`config.mk`:
```
export PLATFORM = sky130hd
export DESIGN_NAME = tt_uart_tx
export DESIGN_NICKNAME = d
export VERILOG_FILES = /design/src/rtl/tt_uart_pkg.sv /design/src/rtl/tt_byte_fifo.sv /design/src/rtl/tt_uart_tx.sv
export SDC_FILE = /design/constraint.sdc
export NUM_CORES = 1
export LEC_CHECK = 0
export CAP_MARGIN = 20
export CORE_ASPECT_RATIO = 0.5
export CORE_MARGIN = 5
export CORE_UTILIZATION = 55
export CTS_BUF_LIST = sky130_fd_sc_hd__clkbuf_2
export DETAILED_ROUTE_END_ITERATION = 7
export PLACE_DENSITY_LB_ADDON = 0.3
export SLEW_MARGIN = 20
export SYNTH_ARGS = -nofsm -noshare
export SYNTH_HDL_FRONTEND = slang
export SYNTH_HIERARCHICAL = 1
export SYNTH_SLANG_ARGS = --single-unit
```
`constraint.sdc`:
```
create_clock -name clk -period 2.55 [get_ports clk]
set_clock_uncertainty 0.1 [all_clocks]
set_input_delay 0.51 -clock clk [delete_from_list [all_inputs] [get_ports clk]]
set_output_delay 0.51 -clock clk [all_outputs]
set_load 0.005 [all_outputs]
```
`src/rtl/tt_uart_pkg.sv`:
```
// ----------------------------------------------------------------------------
// tt_uart_pkg
// Shared types and constants for the tt_uart_tx transmitter.
//   uart_state_e : transmitter FSM states (IDLE, START, DATA, STOP)
//   DATA_BITS    : data bits per frame (8N1)
//   STOP_BITS    : stop bits per frame
// ----------------------------------------------------------------------------
package tt_uart_pkg;

    typedef enum logic [1:0] {
        IDLE  = 2'd0,
        START = 2'd1,
        DATA  = 2'd2,
        STOP  = 2'd3
    } uart_state_e;

    localparam int DATA_BITS = 8;
    localparam int STOP_BITS = 1;

endpackage

```
`src/rtl/tt_byte_fifo.sv`:
```
// ----------------------------------------------------------------------------
// tt_byte_fifo
// Synchronous byte FIFO with occupancy count.
// Ports:
//   clk      : clock, rising edge
//   rst      : synchronous active-high reset (empties the FIFO)
//   push     : write data_in this cycle (ignored while full)
//   pop      : drop the head entry this cycle (ignored while empty)
//   data_in  : byte to write
//   data_out : head byte (valid while !empty)
//   count    : entries held, 0..DEPTH
//   full     : count == DEPTH
//   empty    : count == 0
// ----------------------------------------------------------------------------
module tt_byte_fifo #(
    parameter int DEPTH = 4
) (
    input  logic                     clk,
    input  logic                     rst,
    input  logic                     push,
    input  logic                     pop,
    input  logic [7:0]               data_in,
    output logic [7:0]               data_out,
    output logic [$clog2(DEPTH):0]   count,
    output logic                     full,
    output logic                     empty
);

    localparam int PW = $clog2(DEPTH);

    logic [7:0]    mem_q [DEPTH];
    logic [PW-1:0] wr_ptr_q, rd_ptr_q;
    logic [PW:0]   count_q, count_d;
    logic          push_ok, pop_ok;

    assign full    = (count_q == (PW+1)'(DEPTH));
    assign empty   = (count_q == '0);
    // A push while full is dropped even if a pop frees a slot this cycle.
    assign push_ok = push && !full;
    assign pop_ok  = pop && !empty;

    always_comb begin
        count_d = count_q;
        case ({push_ok, pop_ok})
            2'b10:   count_d = count_q + (PW+1)'(1);
            2'b01:   count_d = count_q - (PW+1)'(1);
            default: count_d = count_q;
        endcase
    end

    // NOTE: sequential state uses non-blocking assignments so every register
    // samples the pre-edge values, independent of process ordering.
    always_ff @(posedge clk) begin
        if (rst) begin
            wr_ptr_q <= '0;
            rd_ptr_q <= '0;
            count_q  <= '0;
        end else begin
            // DEPTH is a power of two, so the pointers wrap naturally.
            if (push_ok) wr_ptr_q <= wr_ptr_q + PW'(1);
            if (pop_ok)  rd_ptr_q <= rd_ptr_q + PW'(1);
            count_q <= count_d;
        end
    end

    // NOTE: the storage array has no reset; entries are only observable
    // through the pointers, which are reset, so clearing it buys nothing.
    always_ff @(posedge clk) begin
        if (push_ok && !rst) mem_q[wr_ptr_q] <= data_in;
    end

    assign data_out = mem_q[rd_ptr_q];
    assign count    = count_q;

endmodule

```
`src/rtl/tt_uart_tx.sv`:
```
// ----------------------------------------------------------------------------
// tt_uart_tx
// 8N1 UART transmitter fed by a small byte FIFO. Frames are sent back to
// back while ena is high and bytes are queued.
// Ports:
//   clk        : sole clock, rising edge
//   rst        : synchronous active-high reset (aborts frame, empties FIFO)
//   ena        : permits new frames to start; never aborts a running frame
//   wr_data    : byte to queue
//   wr_valid   : wr_data offered this cycle
//   wr_ready   : FIFO can accept a byte this cycle
//   tx         : registered serial line, idle high
//   busy       : a frame is in progress
//   fifo_count : bytes held in the FIFO
// ----------------------------------------------------------------------------
module tt_uart_tx #(
    parameter int CLKS_PER_BIT = 16,
    parameter int FIFO_DEPTH   = 4
) (
    input  logic                          clk,
    input  logic                          rst,
    input  logic                          ena,
    input  logic [7:0]                    wr_data,
    input  logic                          wr_valid,
    output logic                          wr_ready,
    output logic                          tx,
    output logic                          busy,
    output logic [$clog2(FIFO_DEPTH):0]   fifo_count
);

    import tt_uart_pkg::*;

    localparam int               CNT_W    = $clog2(CLKS_PER_BIT);
    localparam logic [CNT_W-1:0] CNT_MAX  = CNT_W'(CLKS_PER_BIT - 1);
    localparam logic [2:0]       BIT_LAST = 3'(DATA_BITS - 1);

    uart_state_e      state_q, state_d;
    logic [CNT_W-1:0] cnt_q, cnt_d;
    logic [2:0]       bit_idx_q, bit_idx_d;
    logic [7:0]       shreg_q, shreg_d;
    logic             tx_q, tx_d;

    logic             fifo_pop;
    logic [7:0]       fifo_data;
    logic             fifo_full, fifo_empty;
    logic             bit_end;

    tt_byte_fifo #(
        .DEPTH (FIFO_DEPTH)
    ) u_fifo (
        .clk      (clk),
        .rst      (rst),
        .push     (wr_valid),
        .pop      (fifo_pop),
        .data_in  (wr_data),
        .data_out (fifo_data),
        .count    (fifo_count),
        .full     (fifo_full),
        .empty    (fifo_empty)
    );

    assign wr_ready = !fifo_full;
    assign bit_end  = (cnt_q == CNT_MAX);

    // NOTE: every signal written here gets a default first, so no path leaves
    // a value unassigned and no latch is inferred.
    always_comb begin
        state_d   = state_q;
        cnt_d     = cnt_q + CNT_W'(1);
        bit_idx_d = bit_idx_q;
        shreg_d   = shreg_q;
        tx_d      = tx_q;
        fifo_pop  = 1'b0;

        case (state_q)
            IDLE: begin
                cnt_d = '0;
                tx_d  = 1'b1;
                if (ena && !fifo_empty) begin
                    fifo_pop = 1'b1;
                    shreg_d  = fifo_data;
                    state_d  = START;
                    tx_d     = 1'b0;
                end
            end
            START: begin
                if (bit_end) begin
                    state_d   = DATA;
                    cnt_d     = '0;
                    bit_idx_d = '0;
                    tx_d      = shreg_q[0];
                end
            end
            DATA: begin
                if (bit_end) begin
                    cnt_d = '0;
                    if (bit_idx_q == BIT_LAST) begin
                        state_d   = STOP;
                        bit_idx_d = '0;
                        tx_d      = 1'b1;
                    end else begin
                        // LSB first: shift right and present the next bit.
                        bit_idx_d = bit_idx_q + 3'd1;
                        shreg_d   = shreg_q >> 1;
                        tx_d      = shreg_q[1];
                    end
                end
            end
            STOP: begin
                if (bit_end) begin
                    cnt_d = '0;
                    // Chain straight into the next start bit when possible.
                    if (ena && !fifo_empty) begin
                        fifo_pop = 1'b1;
                        shreg_d  = fifo_data;
                        state_d  = START;
                        tx_d     = 1'b0;
                    end else begin
                        state_d = IDLE;
                        tx_d    = 1'b1;
                    end
                end
            end
            default: begin
                state_d = IDLE;
                cnt_d   = '0;
                tx_d    = 1'b1;
            end
        endcase
    end

    always_ff @(posedge clk) begin
        if (rst) begin
            state_q   <= IDLE;
            cnt_q     <= '0;
            bit_idx_q <= '0;
            shreg_q   <= '0;
            tx_q      <= 1'b1;
        end else begin
            state_q   <= state_d;
            cnt_q     <= cnt_d;
            bit_idx_q <= bit_idx_d;
            shreg_q   <= shreg_d;
            tx_q      <= tx_d;
        end
    end

    assign tx   = tx_q;
    assign busy = (state_q != IDLE);

endmodule

```
==> results of run 1 <==
power groups by stage:
stage	Sequential, W	Clock, W	Combinational, W
2_1_floorplan	0.00118	0	0.000495
3_3_place_gp	0.00118	0	0.000747
3_5_place_dp	0.00118	0	0.000780
4_1_cts	0.00116	0.000622	0.000869
5_1_grt	0.00119	0.000669	0.00105
6_report	0.00117	0.000605	0.000962
cell type report:
class	instances	area share
clock inverters	7	0.02301
clock buffers	9	0.01336
flip-flops and latches	59	0.4464
repair buffers	52	0.1284
well taps	66	0.02449
inverters	14	0.01558
multi-input cells	130	0.3488
kinds of logic (layout without fill, tap and decap cells):
| kind of cell | count (synthesis) | in the layout | synth area share |
|---|---|---|---|
| flip-flops | 59 | 59 | 0.5602 |
| adder cells (fa/ha/maj) | 16 | 16 | 0.07750 |
| multiplexers | 29 | 29 | 0.1489 |
| buffers and inverters | 22 | 82 | 0.03548 |
| AND/OR/NAND/NOR | 62 | 62 | 0.1158 |
| XOR/XNOR | 5 | 5 | 0.01634 |
| AO/OA/AOI/OAI | 18 | 18 | 0.04575 |
through the flow:
stage               hold WS (ns)  setup TNS, ns  instances  total power (W)  setup WS [ns]
global route              0.4060       -0.02368        337         0.002903       -0.02368
floorplan                 0.3175              0        211         0.001671      0.0002887
global placement          0.3329        -0.3365        310         0.001923        -0.2868
detailed placement        0.3497        -0.5296        310         0.001964        -0.4114
finish                    0.3723              0        337         0.002738        0.09752
CTS                       0.3767              0        336         0.002656       0.008090
path summary, 6_finish.rpt:
check / slack [ns] / depth (start not counted) / end / startpoint
max: 0.1 / 12 / u_fifo/count[2] / cnt_q[0]
max reg2reg: 0.1 / 12 / u_fifo/count[2] / cnt_q[0]
min reg2reg: 0.37 / 2 / shreg_q[4] / shreg_q[4]
min: 0.37 / 2 / shreg_q[4] / shreg_q[4]
registers in the layout, summed over array words and instances, names as in the netlist, named ones only:
register / cells
u_fifo/count: 3
bit_idx_q: 3
shreg_q: 8
cnt_q: 4
u_fifo/mem_q: 32
tx: 1
state_q: 2
u_fifo/wr_ptr_q: 2
u_fifo/rd_ptr_q: 2
Yosys cell counts:
cell type,instances,share of area
or3_1,3,0.0070
a311o_1,1,0.0037
nand3_1,5,0.0093
nand2b_1,4,0.0093
buf_2,1,0.0019
o221ai_2,1,0.0056
or2_2,1,0.0023
a222oi_1,2,0.0075
fa_1,1,0.0075
nand2_1,24,0.034
dfxtp_1,27,0.20
or3_4,1,0.0042
a21boi_0,1,0.0028
buf_1,2,0.0028
edfxtp_1,32,0.36
nor2b_1,2,0.0047
and3_1,2,0.0047
and4b_1,1,0.0037
xnor2_1,1,0.0033
nor3_1,3,0.0056
a21oi_1,7,0.013
nor3b_2,1,0.0047
mux2i_1,14,0.052
buf_6,1,0.0042
xor2_1,4,0.013
nor3b_1,4,0.011
mux2_2,7,0.029
inv_1,14,0.020
mux4_2,8,0.067
o31ai_1,2,0.0056
clkbuf_1,3,0.0042
buf_4,1,0.0028
o21ai_0,4,0.0075
ha_1,15,0.070
nor2_1,11,0.015
per-layer routing:
layer  wire length, um  vias up
met4               155        0
met2              2837       69
met3               381       15
li1                  -      867
met5                 0        -
met1              2315      883
worst max-delay path, cell delays in order (launching register included):
cell and delay (ns):
dfxtp_2 0.39, ha_4 0.13, and3_4 0.20, a21oi_4 0.06
nor3_4 0.16, o31ai_2 0.11, inv_1 0.07, ha_1 0.15
inv_1 0.06, fa_2 0.33, xor2_1 0.16, or3_1 0.37
a21oi_2 0.12
repair_timing:
| action | CTS | global route |
|---|---|---|
| pin swaps | 1 | 6 |
| resized for setup | 3 | 17 |
| setup buffers | 10 | 2 |
| setup endpoints to repair | 1 | 3 |
==> impl_metrics.yaml, run 1 <==
route:
  wl_per_cell_um: 16.88
  vias: 1834
  drt_pass1_iterations: 4
  antenna_left: 0
  drcViolationCount: 0
  wl_um: 5690
  drtIter0Drc: 82
  routed_via_density: 5.442
global_route:
  grt_pass1_vias: 1877
  grt_use_met3: 0.07943
  grt_max_degree: 25
  antenna_found_initial: 0
  grt_use_total: 0.1981
  grtUsageMet1: 0.2225
  grt-ovfl-total: 0
  use_met2: 0.3398
  grt_pass1_wl_um: 9177
  busiest_layer: "met2"
final_layout:
  design_area_um2: 3372
  final_common_cell: "buf_4"
  nets: 294
  fillCellCount: 305
  regArea_um2: 1505
  multiInputGateArea_um2: 1176
  postLayoutCoreUtil: 0.7408
  n_antenna_cell: 0
  area_growth_syn_to_layout_pct: 25.82
  final_cell_mix: "buf_4, edfxtp_1, nand2_1, dfxtp_1, clkdlybuf4s50_1"
  drive_above_1_share: 0.3173
worst_setup_path:
  critical_path_arrival_ns: 2.79
  end_kind: "register"
  cp_data_required_time_ns: 2.89
  critPathKind: "register to register"
  critPathLaunchType: "register"
  crit_fanout: 2
job:
  maxCapViolCount: 0
clock_network:
  cts_root_buf: "clkbuf_2"
  tritoncts: "done"
  numCtsBuffers: 9
  cts_sinks: 59
  htreeDepth: 3
  clk_path_buf_depth: 2
  clkTransAtPathRegs_ns: 0.17
  clk_latency_ns: 0.50
  cts_hold_buf: 0
timing:
  fin_crit_ns: 2.452
  worstMarginPinSlew_ns: 0.6684
  finalHoldViolations: 0
  finalSetupViolCount: 0
  drv_slew: 0
  fmax_mhz: 407.8
  fin_crit_sh: 0.9618
  slew_headroom: 0.5539
pwr:
  peakVddDrop_v: 0.0004902
  sw_frac_of_total: 0.3194
  combPwrFrac: 0.351
  seqPwrFrac: 0.427
  p_per_area_nw_per_um2: 811.9
  p_leak_nw: 1.320
  p_int_w: 0.001863
  p_sw_w: 0.0008744
  clockPowerShare: 0.221
place:
  gp_congestion: 0.7735
  port_buffers: 17
  place_hpwl_um: 3548
  dpl_cell_area_um2: 3070
synth:
  syn_nets: 239
  yosysWarnings: 6
  synth_area_per_cell_um2: 12.70
  syn-cell-area_um2: 2680
  ys_ff_latch: 59
  synthCells: 211
  seq_area_frac_synth: 0.5602
  yosys.cell_types.count: 35
floorplanning:
  start_util: 0.5888
  dieArea_um2: 6454
  coreArea_um2: 4552
  row_count: 17
  fp.dieH_um: 59.36
  die_w_um: 108.7
  ios: 18
hold_path:
  hold_path_class: "register to register"
outcome:
  status: "complete, no violations"
Power figures use the tool's default switching activity.
==> inputs of run 2 (changes only) <==
CORE_ASPECT_RATIO = 2   (was 0.5)
CORE_UTILIZATION = 60   (was 55)
SLEW_MARGIN = unset   (was 20)
clock period = 3 ns   (was 2.55 ns; I/O delays follow)
==> run 2 against run 1 <==
Register-to-register slack better by 0.12 ns. Clock power decreased by 12%. Worst hold slack lost 0.0035 ns. Count of clock-buffer cells in the layout unchanged. Global-route usage decreased by 1.7 points. Combinational power fell by 42%. Via count fell by 7.6%. Fmax down 12%. Sequential share of layout area rose by 4.5 points. Setup slack improved by 0.12 ns.
==> impl_metrics.yaml, run 2 (synthesis results as in run 1) <==
outcome:
  status: "complete, no violations"
hold_path:
  hold_path_startpoint: "cnt_q[0]"
  holdPathEnd: "cnt_q[0]"
  hold_path_class: "register to register"
  hold_depth: 1
clock_network:
  clk_latency_ns: 0.48
  cts_root_buf: "clkbuf_2"
  cts_setup_buffers: 0
  numCtsBuffers: 9
  cts_sinks: 59
  clkTransAtPathRegs_ns: 0.20
  tritoncts: "done"
  clk_path_buf_depth: 2
  htreeDepth: 3
worst_setup_path:
  end_kind: "register"
  regToRegSetupSlack_ns: 0.22
  critPathKind: "register to register"
  crit_fanout: 7
  cp_data_required_time_ns: 3.33
  r2r_cells: 11
  critPathLaunchType: "register"
  reg2reg_to: "u_fifo/count[2]"
  critical_path_arrival_ns: 3.12
  r2r-start: "state_q[0]"
place:
  gp_congestion: 0.8897
  place_hpwl_um: 3469
  port_buffers: 17
  dpl_cell_area_um2: 2928
  post-place-ws_ns: -0.08089
floorplanning:
  die_w_um: 57.26
  row_count: 34
  dieArea_um2: 5985
  ios: 18
  start_util: 0.6176
  coreArea_um2: 4339
  fp.dieH_um: 104.5
global_route:
  grt_max_degree: 25
  grt-ovfl-total: 0
  antenna_found_initial: 0
  grt_pass1_wl_um: 8280
  grt_use_total: 0.1810
  grt_pass1_vias: 1835
route:
  vias: 1694
  antenna_left: 0
  routed_via_density: 5.704
  wl_um: 4806
  drcViolationCount: 0
  wl_per_cell_um: 16.18
  drt_pass1_iterations: 4
  drtIter0Drc: 61
pwr:
  peakVddDrop_v: 0.0004874
  finalPower_w: 0.002104
  p_leak_nw: 1.176
  p_per_area_nw_per_um2: 688.1
timing:
  slew_headroom: 0.5145
  finalHoldViolations: 0
  rsz0062_at_grt: "false"
  worstMarginPinSlew_ns: 0.7283
  finalSetupViolCount: 0
  fin_crit_ns: 2.782
  fmax_mhz: 359.4
  tns_ns: 0
  drv_slew: 0
  fin_crit_sh: 0.9274
  finalWorstSetupSlack_ns: 0.2177
final_layout:
  postLayoutCoreUtil: 0.7047
  n_antenna_cell: 0
  largest_reg_flops: 32
  final_cell_mix: "edfxtp_1, dfxtp_1, nand2_1"
  largestRegisters: "u_fifo/mem_q (32), shreg_q (8), cnt_q (4)"
  area_growth_syn_to_layout_pct: 14.10
  design_area_um2: 3058
  top_register: "u_fifo/mem_q"
  drive_above_1_share: 0.1770
  fillCellCount: 330
  final_common_cell: "edfxtp_1"
  nets: 266
job:
  maxCapViolCount: 0
## run 2: cell types whose count changed in the layout (fill, tap and decap cells not counted), sizes merged
cell	previous run	this run
buf	35	7
clkinv	4	1
inv	15	18
## run 2: worst max-delay path, cell delays in order (launching register included)
cell and delay (ns):
dfxtp_2 0.44, inv_1 0.10, ha_1 0.36, nor3_1 0.29, o31ai_1 0.14, inv_1 0.08
ha_1 0.16, inv_1 0.06, fa_1 0.38, xor2_1 0.16, or3_1 0.31, a21oi_1 0.16
## run 2: where the power goes
group / switching (W) / total (W) / internal [W]
logic: 0.000269 / 0.000562 / 0.000293
clock network: 0.000325 / 0.000533 / 0.000208
registers: 0.0000736 / 0.00101 / 0.000935
total: 0.000667 / 0.00210 / 0.00144
## run 2: worst max path at each step
| stage | from | endpoint | slack, ns | cells past startpoint |
|---|---|---|---|---|
| floorplan | state_q[0] | u_fifo/count[2] | 0.45 | 11 |
| global placement | ena | u_fifo/count[2] | 0.08 | 11 |
| detailed placement | ena | u_fifo/count[2] | -0.08 | 11 |
| CTS | state_q[0] | u_fifo/count[2] | 0.13 | 11 |
| global route | state_q[1] | u_fifo/count[2] | 0.02 | 11 |
| finish | state_q[0] | u_fifo/count[2] | 0.22 | 11 |
## run 2: through the flow
| step | std cells | hold slack, ns |
|---|---|---|
| 6_report | 297 | 0.3688 |
| 5_1_grt | 297 | 0.3775 |
| 4_1_cts | 297 | 0.3678 |
| 3_5_place_dp | 281 | 0.3379 |
| 3_3_place_gp | 281 | 0.3247 |
| 2_1_floorplan | 211 | 0.3175 |
## run 2: final cells by class
class / count / area [um^2] / share of cell area
multi-input combinational: 130 / 1084 / 0.3543
timing repair buffer: 24 / 222.7 / 0.07283
clock inverter: 7 / 83.83 / 0.02741
tap: 54 / 67.56 / 0.02209
inverter: 14 / 52.55 / 0.01718
sequential: 59 / 1503 / 0.4914
clock buffer: 9 / 45.04 / 0.01473
## run 2: routing by layer
| metal | up-vias | GRT usage | wire length (um) |
|---|---|---|---|
| met4 | 0 | 0.08458 | 65 |
| met2 | 24 | 0.3159 | 2751 |
| met5 | - | 0 | 0 |
| met1 | 842 | 0.1928 | 1868 |
| met3 | 6 | 0.05590 | 121 |
| li1 | 822 | - | - |
## run 2: repair_timing
item / CTS / global route
hold buffers: 0 / 0
gates resized for setup: 0 / 1
endpoints found under the setup margin: 0 / 1
